<file path="src/rtl/ifetch.sv">
// Instruction fetch: issues in-order imem requests under a 2-slot credit and
// buffers {pc, instr} pairs for decode; redirects flush and drain in-flight responses.
module ifetch #(
    parameter int                  PC_WIDTH    = 32,
    parameter int                  INSTR_WIDTH = 32,
    parameter logic [PC_WIDTH-1:0] RESET_PC    = 32'h8000_0000
) (
    input  logic                   clk,
    input  logic                   rst_n,
    input  logic                   redirect_i,
    input  logic [PC_WIDTH-1:0]    redirect_pc_i,
    output logic                   imem_req_o,
    output logic [PC_WIDTH-1:0]    imem_addr_o,
    input  logic                   imem_gnt_i,
    input  logic                   imem_rvalid_i,
    input  logic [INSTR_WIDTH-1:0] imem_rdata_i,
    output logic                   if_valid_o,
    output logic [INSTR_WIDTH-1:0] if_instr_o,
    output logic [PC_WIDTH-1:0]    if_pc_o,
    input  logic                   id_ready_i,
    output logic [1:0]             dbg_state_o
);

    typedef enum logic [1:0] {
        ST_BOOT  = 2'd0,
        ST_RUN   = 2'd1,
        ST_DRAIN = 2'd2
    } state_t;

    localparam logic [INSTR_WIDTH-1:0] NOP = INSTR_WIDTH'(32'h0000_0013);

    state_t                 r_state;
    state_t                 w_state_nxt;
    logic [PC_WIDTH-1:0]    r_fetch_pc;
    logic [PC_WIDTH-1:0]    r_oq_addr [2];
    logic [1:0]             r_oq_cnt;
    logic [PC_WIDTH-1:0]    r_f_pc [2];
    logic [INSTR_WIDTH-1:0] r_f_instr [2];
    logic [1:0]             r_f_cnt;
    logic [1:0]             r_disc;
    logic [1:0]             w_disc_nxt;

    logic                   w_redirect;
    logic                   w_credit;
    logic                   w_req;
    logic                   w_xfer;
    logic                   w_resp;
    logic                   w_push;
    logic                   w_pop;
    logic                   w_drop;
    logic                   w_unused;

    // Credit counts both in-flight requests and buffered pairs, so a response
    // always has a FIFO slot waiting for it.
    assign w_redirect = redirect_i && (r_state != ST_BOOT);
    assign w_credit   = ({1'b0, r_oq_cnt} + {1'b0, r_f_cnt}) < 3'd2;
    assign w_req      = (r_state == ST_RUN) && !redirect_i && w_credit;
    assign w_xfer     = w_req && imem_gnt_i;
    assign w_resp     = imem_rvalid_i && (r_state == ST_RUN) && (r_oq_cnt != 2'd0);
    assign w_push     = w_resp && !w_redirect;
    assign w_pop      = (r_f_cnt != 2'd0) && id_ready_i && !w_redirect;
    assign w_drop     = imem_rvalid_i && (r_state == ST_DRAIN) && (r_disc != 2'd0);
    assign w_unused   = &{1'b0, redirect_pc_i[1:0]};

    assign imem_req_o  = w_req;
    assign imem_addr_o = r_fetch_pc;
    assign if_valid_o  = (r_f_cnt != 2'd0);
    assign if_instr_o  = if_valid_o ? r_f_instr[0] : NOP;
    assign if_pc_o     = if_valid_o ? r_f_pc[0] : '0;
    assign dbg_state_o = r_state;

    always_comb begin
        w_state_nxt = r_state;
        w_disc_nxt  = r_disc;
        case (r_state)
            ST_BOOT: w_state_nxt = ST_RUN;
            ST_RUN: begin
                // A response landing in the redirect cycle is dropped directly,
                // so it is not counted again in the discard budget.
                if (w_redirect) begin
                    w_disc_nxt  = r_oq_cnt - {1'b0, w_resp};
                    w_state_nxt = (w_disc_nxt != 2'd0) ? ST_DRAIN : ST_RUN;
                end
            end
            ST_DRAIN: begin
                if (w_drop) begin
                    w_disc_nxt = r_disc - 2'd1;
                end
                if (w_disc_nxt == 2'd0) begin
                    w_state_nxt = ST_RUN;
                end
            end
            default: w_state_nxt = ST_BOOT;
        endcase
    end

    always_ff @(posedge clk or negedge rst_n) begin
        if (!rst_n) begin
            r_state <= ST_BOOT;
            r_disc  <= 2'd0;
        end else begin
            r_state <= w_state_nxt;
            r_disc  <= w_disc_nxt;
        end
    end

    always_ff @(posedge clk or negedge rst_n) begin
        if (!rst_n) begin
            r_fetch_pc <= RESET_PC;
        end else if (w_redirect) begin
            r_fetch_pc <= {redirect_pc_i[PC_WIDTH-1:2], 2'b00};
        end else if (w_xfer) begin
            r_fetch_pc <= r_fetch_pc + PC_WIDTH'(4);
        end
    end

    // Outstanding-address queue; head is always entry 0.
    always_ff @(posedge clk or negedge rst_n) begin
        if (!rst_n) begin
            r_oq_cnt     <= 2'd0;
            r_oq_addr[0] <= '0;
            r_oq_addr[1] <= '0;
        end else if (w_redirect) begin
            r_oq_cnt <= 2'd0;
        end else begin
            case ({w_xfer, w_resp})
                2'b10: begin
                    r_oq_addr[r_oq_cnt[0]] <= r_fetch_pc;
                    r_oq_cnt               <= r_oq_cnt + 2'd1;
                end
                2'b01: begin
                    r_oq_addr[0] <= r_oq_addr[1];
                    r_oq_cnt     <= r_oq_cnt - 2'd1;
                end
                2'b11: begin
                    if (r_oq_cnt == 2'd2) begin
                        r_oq_addr[0] <= r_oq_addr[1];
                        r_oq_addr[1] <= r_fetch_pc;
                    end else begin
                        r_oq_addr[0] <= r_fetch_pc;
                    end
                end
                default: ;
            endcase
        end
    end

    // Output FIFO of {pc, instr}; head is always entry 0.
    always_ff @(posedge clk or negedge rst_n) begin
        if (!rst_n) begin
            r_f_cnt      <= 2'd0;
            r_f_pc[0]    <= '0;
            r_f_pc[1]    <= '0;
            r_f_instr[0] <= '0;
            r_f_instr[1] <= '0;
        end else if (w_redirect) begin
            r_f_cnt <= 2'd0;
        end else begin
            case ({w_push, w_pop})
                2'b10: begin
                    r_f_pc[r_f_cnt[0]]    <= r_oq_addr[0];
                    r_f_instr[r_f_cnt[0]] <= imem_rdata_i;
                    r_f_cnt               <= r_f_cnt + 2'd1;
                end
                2'b01: begin
                    r_f_pc[0]    <= r_f_pc[1];
                    r_f_instr[0] <= r_f_instr[1];
                    r_f_cnt      <= r_f_cnt - 2'd1;
                end
                2'b11: begin
                    if (r_f_cnt == 2'd2) begin
                        r_f_pc[0]    <= r_f_pc[1];
                        r_f_instr[0] <= r_f_instr[1];
                        r_f_pc[1]    <= r_oq_addr[0];
                        r_f_instr[1] <= imem_rdata_i;
                    end else begin
                        r_f_pc[0]    <= r_oq_addr[0];
                        r_f_instr[0] <= imem_rdata_i;
                    end
                end
                default: ;
            endcase
        end
    end

    always @(posedge clk) begin
        if (rst_n) begin
            assert (!(imem_rvalid_i && (r_oq_cnt == 2'd0) && (r_disc == 2'd0)))
                else $warning("ifetch: imem_rvalid_i with no outstanding request ignored");
            assert (r_oq_cnt != 2'd3)
                else $error("ifetch: outstanding request count exceeded 2");
        end
    end

endmodule
</file>
<file path="config.mk">
export PLATFORM = sky130hd
export DESIGN_NAME = ifetch
export DESIGN_NICKNAME = d
export VERILOG_FILES = /design/src/rtl/ifetch.sv
export SDC_FILE = /design/constraint.sdc
export NUM_CORES = 1
export LEC_CHECK = 0
export ABC_AREA = 1
export CAP_MARGIN = 10
export CORE_MARGIN = 2
export CORE_UTILIZATION = 57
export DETAILED_ROUTE_END_ITERATION = 7
export PLACE_DENSITY = 0.82
export SYNTH_ARGS = -nofsm -noshare
export SYNTH_HDL_FRONTEND = slang
export SYNTH_SLANG_ARGS = --single-unit
</file>
<file path="constraint.sdc">
create_clock -name clk -period 2.48 [get_ports clk]
set_input_delay 0.496 -clock clk [delete_from_list [all_inputs] [get_ports clk]]
set_output_delay 0.496 -clock clk [all_outputs]
set_load 0.1 [all_outputs]
</file>
# Word-level counts from Yosys, hierarchy flattened
# Cells that the tools add are included.
# W data, S select, Z words.
# word_totals
reg_bits	232
in_bits	70
out_inout_bits	100
word_cells	112
# classes
add_sub_neg	8
magnitude_cmp	5
eq_ne	14
mux	35
n_bitwise	3
n_reduce_logical	36
# ops
cell	count
$mux W32	12
$pmux W32 S3	3
$bwmux W64	3
$pmux W32 S2	3
$demux W32 S1	2
$add A32 B3 Y32 const B	1
$reduce_bool A2 Y1	9
$mux W2	8
$eq A2 B2 Y1 const B	7
$logic_and A1 B1 Y1	13
$pmux W2 S2	3
$reduce_bool A3 Y1	4
$reduce_and A2 Y1	4
$eq A2 B1 Y1 const B	3
$ne A2 B2 Y1 const B	3
$pmux W2 S3	1
$reduce_and A3 Y1	2
$sub A2 B1 Y2 const B	3
$add A2 B1 Y2 const B	2
$ge A2 B2 Y1 const B	2
$logic_not A2 Y1	2
$lt A2 B1 Y1 const B	2
$not A1 Y2	2
$add A2 B2 Y3	1
other kinds (5)	6

# Depth between registers and ports, before layout
# logic_depth
depth_word	8
ltp_mapped	13
ltp_nobuf	11

# Worst setup path after synthesis
# No wires, ideal clock.
# synth_path
kind	register -> output
startpoint	register r_f_cnt[1]
endpoint	output port if_pc_o[1]
arrival_time_ns	3.198
t_required_ns	1.984
path_slack_ns	-1.214
stages_incl_launch_ff	8
n_path_buf	3
path_cell_list	dfrtp_1 > buf_2 > inv_1 > nand2_2 > inv_2 > clkbuf_1 > nor2_1 > buf_4
# synth_via
elab_chain_len	2
# synth_lines
element	line_no	source
from (decl)	39	logic [1:0] r_f_cnt;
from (signal assigned)	163	r_f_cnt <= r_f_cnt + 2'd1;
from (signal assigned)	168	r_f_cnt <= r_f_cnt - 2'd1;
$reduce_bool A2 Y1	67	assign if_valid_o = (r_f_cnt != 2'd0);
named net if_valid_o	17	output logic if_valid_o,
$mux W32	69	assign if_pc_o = if_valid_o ? r_f_pc[0] : '0;
to (decl)	19	output logic [PC_WIDTH-1:0] if_pc_o,
# The timed path passes the listed nets, and every way through them passes these cells.

# Worst setup path in the final report
# layout_path
startpoint	register r_f_cnt[0]
endpoint	output port imem_req_o
# layout_via
elab_chain_len	3
# layout_lines
element	line_no	source
$add A2 B2 Y3	56	assign w_credit = ({1'b0, r_oq_cnt} + {1'b0, r_f_cnt}) < 3'd2;
$lt A3 B2 Y1	56	
$logic_and A1 B1 Y1	57	assign w_req = (r_state == ST_RUN) && !redirect_i && w_credit;
to (decl)	12	output logic imem_req_o,
# No other way between the ends.

==> metrics.cfg <==
[placement]
place_congestion=0.990
dp_hpwl_mm=25.9
portBuffers=165
placed_cells=2477

[worst_setup_path]
crit_path_end=imem_req_o
r2r_start=r_f_cnt[0]
critPathSlowestCell=fa_1
critPathCaptureType=output pin
crit_path_cell_trace=nand2_1 > inv_1 > fa_1 > or2_4 > nor2_4 > buf_12
worstRegToRegCells=11
crit_required_ns=1.98
path_max_fanout=2
critPathLaunchType=register
critPathBufInv=2
r2r_slack_ns=0.12
path_depth=6
critPathLaunch=r_f_cnt[0]
path_class=register to output pin
path_delay_family=simple AND/OR/NAND/NOR gates
arrival_ns=2.04
r2r_end=r_oq_addr[22]
cp_slowest_stage_delay_ns=0.44

[clock_network]
path_clk_slew_ns=0.06
cts.sinks=225
clk_latency_ns=0.53
cts_buffer_depth=3
cts_buffers=24
root_buffer=clkbuf_16
cts_tree=yes
cts_max_level=1

[grt]
grt.overflow.total=0
grt_pass1_wl_mm=66.0
grtUsageMet1_pct=41.5
grt_use_total_pct=32.6
grt_max_degree=70
antenna_found_initial=0
grt_pass1_vias=13600
busiest_layer=met2
grtUsageMet2_pct=56.3
met3_usage_pct=4.49

[sta]
timing.fmax_mhz=395
worstMarginPinSlew_ns=0.769
relSlewSlack_pct=48.6
report.final.hold_viol_count=0
min_period_ns=2.53
hold_ws_ns=0.480
rsz0062_at_grt=true
fin_ws_ns=-0.0517
skew_ns=0.0139
setup_viol=3
maxSlewViolCount=0
fin_crit_sh_pct=102

[cells_and_area]
diodes=0
drive_gt1_share_pct=15.4
synthToLayoutAreaGrowth_pct=30.4
layout.nets=2269
regArea_mm2=0.00564
multi_input_area_mm2=0.00721
stdcell_count=2530
num-fill-cells=1721

[floorplan]
start_util_pct=57.7
io_pins=170
die_y_um=158
coreArea_mm2=0.0233
rows=56
dieArea_mm2=0.0249
die_x_um=158

[synth]
yosysSeqAreaShare_pct=41.8
avgSynthCellArea_um2=6.50
synth_cells=2072
ys_types=37
synth_flop_cell=dfrtp_1
synth-async-reset-ratio_pct=100
ys_warn_count=0
syn-cell-area_mm2=0.0135
synth_edf_count=0
ys_ff_latch=225

[detailed_routing]
wl_per_cell_um=16.4
drc_errors=0
via_count=14700
vias_per_cell=5.81
postRouteAntennaNets=0
dr.pass1.iters=8
drt_iter0_drc=1544
drt_wl_total_mm=41.5

[run]
drv_cap=0

[outcome]
status=complete, but fails checks
failed_checks=negative setup slack

[power]
power_density_mw_per_mm2=1450
vdd_drop_max_uv=1230
cellLeakagePower_nw=8.78

[worst_hold_path]
holdCritStartpoint=r_f_pc[57]
min_path_type=register to register

[worst register-to-register path: cells and delay by family (launching register included)]
| kind | cells | cell delay [ns] |
|---|---|---|
| compound gates | 1 | 0.12 |
| fa+ha+maj | 1 | 0.44 |
| buf+inv | 3 | 0.52 |
| flops | 1 | 0.39 |
| simple gates | 6 | 0.82 |
[logic make-up after synthesis]
family / after synthesis / share of synthesized area (%)
xor+xnor: 3 / 0.195
compound gates: 51 / 2.04
other cells: 1 / 0.0279
simple gates: 1521 / 47.2
fa+ha+maj: 4 / 0.428
flops: 225 / 41.8
mux: 1 / 0.0743
buf+inv: 266 / 8.17
[metrics by stage]
| step | TNS [ns] | power (mW) | area (um^2) | util (%) | setup WS, ns |
|---|---|---|---|---|---|
| finish | -0.0909 | 25.5 | 17600 | 75.2 | -0.0517 |
| CTS | -0.0549 | 25.2 | 17400 | 74.7 | -0.0549 |
| floorplan | -5.60 | 16.8 | 13900 | - | -0.0650 |
| detailed placement | -10.67 | 21.3 | 16500 | 70.8 | -0.255 |
| global placement | -3.33 | 20.8 | 16500 | 70.8 | -0.142 |
| global route | -0.353 | 26.9 | 17600 | 75.2 | -0.122 |
[sequential cells by signal, summed over array words and instances (netlist names)]
register     count
dbg_state_o      2
imem_addr_o     30
r_disc           2
r_f_cnt          2
r_f_instr       64
r_f_pc          62
r_oq_addr       61
r_oq_cnt         2
[how the worst min path moves through the flow]
stage,endpoint,cells past startpoint
global route,r_f_instr[45],2
CTS,r_f_pc[57],2
detailed placement,r_f_instr[56],2
global placement,r_f_pc[28],2
floorplan,dbg_state_o[0],0
finish,r_f_pc[57],2
[metal layers]
layer / vias up / share of wire [%] / wire length (um)
met5: - / 0 / 0
met3: 124 / 9.9 / 4110
met1: 6884 / 38 / 15700
met4: 0 / 3.2 / 1340
met2: 882 / 49 / 20300
li1: 6807 / - / -
[placed cells by master, fill, tap and decap left out, types with 27 or more instances in the layout]
master / netlist / final
buf_12: 0 / 81
buf_4: 9 / 82
clkdlybuf4s50_1: 0 / 66
dfrtp_1: 224 / 220
inv_1: 116 / 116
nand2_1: 894 / 888
nand3_1: 405 / 378
nand3_2: 0 / 27
nor2_1: 174 / 110
nor2_2: 4 / 49
[timing repair]
item	in CTS	in global routing
hold endpoints to repair	64	0
hold buffers	1	0
gates cloned	2	2
pin swaps	1	1
setup buffers	4	2
setup endpoints to repair	65	130
resized for setup	5	25
[report_power, final]
group          switching, mW  internal (mW)  total [mW]
Sequential              1.71           5.18        6.89
Clock                   1.51           2.03        3.54
Combinational           10.4           4.62        15.1
[layout make-up]
class	count	area share, %
Tap cell	319	2.27
Timing Repair Buffer	239	17.4
Sequential cell	225	32.1
Clock inverter	10	0.520
Clock buffer	32	3.88
Inverter	122	2.71
Multi-Input combinational cell	1583	41.1
[cells in the mapped netlist, types with 3 or more instances]
cell type | count | area share, %
nand4_1 | 26 | 1.2
nand2_1 | 894 | 25
nor3_1 | 4 | 0.15
o21ai_0 | 26 | 0.97
buf_4 | 9 | 0.50
nor2_1 | 174 | 4.9
o211ai_1 | 3 | 0.17
buf_2 | 50 | 1.9
dfrtp_1 | 224 | 42
buf_1 | 13 | 0.36
or2_2 | 6 | 0.28
ha_1 | 3 | 0.28
nand3_1 | 405 | 15
a31oi_1 | 3 | 0.14
nor2_2 | 4 | 0.19
o21ai_1 | 5 | 0.19
inv_1 | 116 | 3.2
nand2_2 | 3 | 0.14
clkbuf_1 | 70 | 2.0
inv_2 | 4 | 0.11
a21oi_1 | 10 | 0.37
Note: power is estimated with default switching activity, not from simulation.
